## src/rtl/demux_8bit_deser.sv

```systemverilog
// demux_8bit_deser: serial-to-parallel receiver that rebuilds 8-bit words from a
// bit stream. Each accepted bit is steered into lane 0..7 by a lane counter, and
// finished words are held in a valid/ready output register.
//
// Optional feature macro: DEMUX_PARITY_EN. When it is defined, a frame carries a
// 9th even-parity bit, the lane counter runs 0..8 (4 bits wide), and parity_err
// is registered with each word.
//
// Ports:
//   clock      rising-edge clock
//   reset      synchronous, active-high reset
//   in_bit     serial data bit
//   in_valid   in_bit is valid this cycle
//   in_sof     start of frame: the bit accepted this cycle goes to lane 0
//   in_ready   a bit can be accepted this cycle (combinational from out_ready)
//   out_word   assembled word, lane k = out_word[k]
//   out_valid  out_word holds an unconsumed word
//   out_ready  downstream takes out_word when out_valid && out_ready
//   lane       lane the next accepted bit will fill
//   parity_err parity result for out_word (DEMUX_PARITY_EN only)
module demux_8bit_deser (
  input  logic       clock,
  input  logic       reset,
  input  logic       in_bit,
  input  logic       in_valid,
  input  logic       in_sof,
  output logic       in_ready,
  output logic [7:0] out_word,
  output logic       out_valid,
  input  logic       out_ready,
`ifdef DEMUX_PARITY_EN
  output logic [3:0] lane,
  output logic       parity_err
`else
  output logic [2:0] lane
`endif
);

`ifdef DEMUX_PARITY_EN
  localparam int unsigned LaneW = 4;
  localparam int unsigned CollW = 8;
  localparam logic [LaneW-1:0] Last = 4'd8;
`else
  localparam int unsigned LaneW = 3;
  // Lane 7 is never stored in collect; it goes straight into out_word.
  localparam int unsigned CollW = 7;
  localparam logic [LaneW-1:0] Last = 3'd7;
`endif

  logic [LaneW-1:0] lane_q, lane_d;
  logic [CollW-1:0] collect_q, collect_d;
  logic [7:0]       word_q, word_d;
  logic             valid_q, valid_d;
  logic             accept;

`ifdef DEMUX_PARITY_EN
  logic perr_q, perr_d;
`endif

  // Only the frame-completing bit stalls, and only while the held word is blocked.
  always_comb begin
    in_ready = !((lane_q == Last) && valid_q && !out_ready);
    accept   = in_valid && in_ready;
  end

  always_comb begin
    lane_d    = lane_q;
    collect_d = collect_q;
    word_d    = word_q;
    valid_d   = valid_q;
`ifdef DEMUX_PARITY_EN
    perr_d    = perr_q;
`endif
    if (valid_q && out_ready) begin
      valid_d = 1'b0;
    end
    if (accept) begin
      if (in_sof) begin
        // Resync: drop any partial frame and restart at lane 0.
        collect_d    = '0;
        collect_d[0] = in_bit;
        lane_d       = LaneW'(1);
      end else if (lane_q == Last) begin
        lane_d  = '0;
        valid_d = 1'b1;  // overrides a same-edge drain: no bubble
`ifdef DEMUX_PARITY_EN
        word_d  = collect_q;
        perr_d  = ^{collect_q, in_bit};
`else
        word_d  = {in_bit, collect_q};
`endif
      end else begin
        collect_d[lane_q[2:0]] = in_bit;
        lane_d                 = lane_q + 1'b1;
      end
    end
  end

  always_ff @(posedge clock) begin
    if (reset) begin
      lane_q    <= '0;
      collect_q <= '0;
      word_q    <= 8'h00;
      valid_q   <= 1'b0;
`ifdef DEMUX_PARITY_EN
      perr_q    <= 1'b0;
`endif
    end else begin
      lane_q    <= lane_d;
      collect_q <= collect_d;
      word_q    <= word_d;
      valid_q   <= valid_d;
`ifdef DEMUX_PARITY_EN
      perr_q    <= perr_d;
`endif
    end
  end

  assign lane      = lane_q;
  assign out_word  = word_q;
  assign out_valid = valid_q;
`ifdef DEMUX_PARITY_EN
  assign parity_err = perr_q;
`endif

endmodule

```

## config.mk

```make
export PLATFORM = sky130hd
export DESIGN_NAME = demux_8bit_deser
export DESIGN_NICKNAME = d
export VERILOG_FILES = /design/src/rtl/demux_8bit_deser.sv
export SDC_FILE = /design/constraint.sdc
export NUM_CORES = 1
export LEC_CHECK = 0
export CAP_MARGIN = 20
export CORE_MARGIN = 8
export CORE_UTILIZATION = 30
export CTS_CLUSTER_SIZE = 8
export DETAILED_ROUTE_END_ITERATION = 7
export SYNTH_ARGS = -nofsm -noshare
export SYNTH_HDL_FRONTEND = slang
export SYNTH_SLANG_ARGS = --single-unit
export TNS_END_PERCENT = 50
```

## constraint.sdc

```tcl
create_clock -name clock -period 1.6 [get_ports clock]
set_input_delay 0.4 -clock clock [delete_from_list [all_inputs] [get_ports clock]]
set_output_delay 0.4 -clock clock [all_outputs]
set_load 0.02 [all_outputs]
```

==> results of run 1 <==
[Yosys cell counts]
library cell / number
sky130_fd_sc_hd__a211oi_1: 1
sky130_fd_sc_hd__a21oi_1: 8
sky130_fd_sc_hd__a31oi_1: 1
sky130_fd_sc_hd__a32o_1: 2
sky130_fd_sc_hd__and2b_4: 1
sky130_fd_sc_hd__buf_2: 2
sky130_fd_sc_hd__clkbuf_1: 4
sky130_fd_sc_hd__dfxtp_1: 19
sky130_fd_sc_hd__ha_1: 2
sky130_fd_sc_hd__inv_1: 2
sky130_fd_sc_hd__mux2i_1: 9
sky130_fd_sc_hd__nand2_1: 7
sky130_fd_sc_hd__nand2_2: 1
sky130_fd_sc_hd__nand2b_1: 4
sky130_fd_sc_hd__nand3b_1: 1
sky130_fd_sc_hd__nand4b_1: 2
sky130_fd_sc_hd__nor2_1: 15
sky130_fd_sc_hd__nor2b_1: 2
sky130_fd_sc_hd__nor3_1: 1
sky130_fd_sc_hd__nor4_1: 1
sky130_fd_sc_hd__o211ai_1: 3
sky130_fd_sc_hd__o21a_4: 1
sky130_fd_sc_hd__o21ai_1: 3
sky130_fd_sc_hd__o21bai_1: 2
sky130_fd_sc_hd__o31ai_1: 1
sky130_fd_sc_hd__or4_1: 2
[registers in the layout, summed over array words and instances (netlist names)]
name / flops
collect_q: 7
lane: 3
out_valid: 1
out_word: 8
[area by class of cell]
class / instances / area, um2 / share of cell area [%]
Timing Repair Buffer: 32 / 269 / 21.7
Multi-Input combinational cell: 70 / 504 / 40.7
Clock inverter: 1 / 6.26 / 0.506
Clock buffer: 3 / 22.5 / 1.82
Tap cell: 31 / 38.8 / 3.13
Sequential cell: 19 / 389 / 31.4
Inverter: 2 / 7.51 / 0.607
[per-stage QoR]
| stage | instances | power, mW |
|---|---|---|
| after detailed placement | 154 | 0.601 |
| after CTS | 158 | 0.856 |
| after floorplan | 97 | 0.547 |
| final | 158 | 0.846 |
| after global placement | 154 | 0.600 |
| after global routing | 158 | 0.897 |
[cell families (layout without fill, tap and decap cells)]
logic type,Yosys count,count (layout)
compound gates,22,22
fa+ha+maj,2,2
buf+inv,8,38
flops,19,19
mux,9,9
simple gates,37,37
[tightest hold or removal path, delay by kind of cell, from the launching register on]
kind	cells	cell delay, ns
flip-flops	1	0.33
multiplexers	1	0.06
AND/OR/NAND/NOR	1	0.05
[where the power goes]
part	total (mW)	leakage [nW]	switching [mW]	internal, mW
logic	0.109	0.337	0.0579	0.0514
registers	0.482	0.155	0.00417	0.477
clock network	0.255	0.0183	0.158	0.0967
[metal layers]
layer | global-route usage, % | share of wire, % | vias to the layer above
met2 | 14.1 | 48 | 17
li1 | - | - | 401
met4 | 2.01 | 0.67 | 0
met5 | 0 | 0 | -
met1 | 10.4 | 44 | 383
met3 | 4.01 | 7.6 | 2
[timing repair]
item,in CTS,in global routing
resized for setup,20,10
setup endpoints to repair,20,11
cloned,0,0
[worst paths after layout]
path / start / end / slack [ns]
max: lane[1] / in_ready / -0.02
min reg2reg: collect_q[0] / collect_q[0] / 0.48
max reg2reg: lane[1] / collect_q[2] / 0.04
min: collect_q[0] / collect_q[0] / 0.48
==> results.yml, run 1 <==
drt:
  detailroute.via_count: 803
  number_of_remaining_drc_errors: 0
  drtAntennaViolNets: 0
  route.final.wire_length_um: 2090
  initialDrtViolationCount: 35
  drt-pass1-iter-count: 4
  route.detailed.wl_per_inst_um: 13.2
  via_per_inst: 5.08
timing:
  layout_setup_ws_ns: -0.0192
  totalNegativeSetupSlack_ns: -0.0192
  setup_viol_count_final: 1
  fin_hold_ws_ns: 0.475
  period_needed_ns: 1.62
  rel_slew_slack_pct: 79.2
  tightest_pin_transition_ns: 0.309
  report.final.hold_viol_count: 0
  clock.fmax_mhz: 618
  fin_crit_sh_pct: 101
  grt_setup_unrepaired: "true"
  timing.final.max_slew_violations: 0
  timing.clock.skew_ns: 0.00828
logic_synthesis:
  count_of_unique_library_cells_instantiated_by_yosys: 26
  mappedNetlistArea_um2: 865
  synthCells: 97
  synth_area_leaders: "sky130_fd_sc_hd__dfxtp_1, sky130_fd_sc_hd__mux2i_1, sky130_fd_sc_hd__nor2_1"
  synth-compound-area-share_pct: 17.2
  mean_instance_size_in_the_synthesized_netlist_um2: 8.91
  xor_and_xnor_fraction_of_the_mapped_netlist_area_pct: 0
  yosys.area_share.simple_pct: 21.7
  syn_nets: 105
  synth_mux_area_share_pct: 10.4
  yosysWarnings: 0
  synth_adder_area_share_pct: 2.89
  yosys_register_bits: 19
  synth-seq-area-share_pct: 44.0
  synth_top_family_by_area: "simple AND/OR/NAND/NOR gates"
  synth_top_area_share_pct: 44.0
  synth_top_cell_by_area: "sky130_fd_sc_hd__dfxtp_1"
clock_tree:
  clkSlewWorstSetupHoldPaths_ns: 0.11
  clock_latency_ns: 0.30
  cts.repair_timing.setup_buffer_count: 0
  post_cts_hold_fix_bufs: 0
  cts.sinks: 19
  cts_buffer_depth: 2
  h-tree-depth: 1
  cts_root_buffer: "sky130_fd_sc_hd__clkbuf_4"
  cts_tree: "yes"
  cts_inserted_buffers: 3
worst_setup_path:
  crit_buf_inv: 1
  worst_setup_path_start_kind: "flop"
  cp_cell_instances: "ha_4 > ha_4 > nand3b_1 > buf_4"
  critPathMostFrequentCell: "sky130_fd_sc_hd__ha_4"
  cp.depth: 4
  crit_path_end_kind: "output port"
  crit_arrival_ns: 1.22
  critPathSlowestCell: "sky130_fd_sc_hd__dfxtp_4"
  worst-setup-path-type: "flop to output port"
  critical_path.max_stage_delay_ns: 0.37
  top_delay_family_on_crit_path: "flip-flops"
  critical_path_required_ns: 1.20
  path_max_fanout: 3
  reg2regPathDepth: 5
placement:
  dpl.hpwl_um: 1550
  port_buffers: 18
  detailed_place.area_um2: 1200
  gpl.final_weighted_congestion: 0.822
  post-place-ws_ns: -0.411
global_route:
  grt_pass1_vias: 815
  overflow: 0
  grt_max_degree: 16
  antenna_found_initial: 0
  grt_util_all_layers_pct: 8.79
  grt_pass1_wl_um: 3650
layout:
  design.final.nets: 136
  share_of_cells_above_drive_strength_1_pct: 27.6
  final_area_um2: 1240
  mostFrequentLayoutCells: "sky130_fd_sc_hd__dfxtp_1, sky130_fd_sc_hd__nor2_1, sky130_fd_sc_hd__buf_4"
  insertedDiodeCount: 0
  nFillCells: 270
  final_util_pct: 44.9
  final_common_cell: "sky130_fd_sc_hd__dfxtp_1"
  area_growth_syn_to_layout_pct: 43.1
status:
  run_status: "finished, violations left"
  violations: "setup timing"
die:
  initial_utilization_pct: 31.4
  top_level_ports: 19
  die_height_um: 69.7
  die_area_um2: 4860
  die_x_um: 69.7
  fp.coreArea_um2: 2760
  rows: 19
min_path:
  hold_depth: 2
  hp-class: "flop to flop"
pwr:
  worst_voltage_drop_across_the_vdd_grid_uv: 703
  p_per_area_nw_per_um2: 683
  leakage_nw: 0.511
run:
  maxCapViolations: 0
(Power assumes the default switching activity.)
==> inputs of run 2 (changes only) <==
CAP_MARGIN = unset   (was 20)
==> results of run 2 <==
Final layout, timing and power as in run 1 (identical DEF).
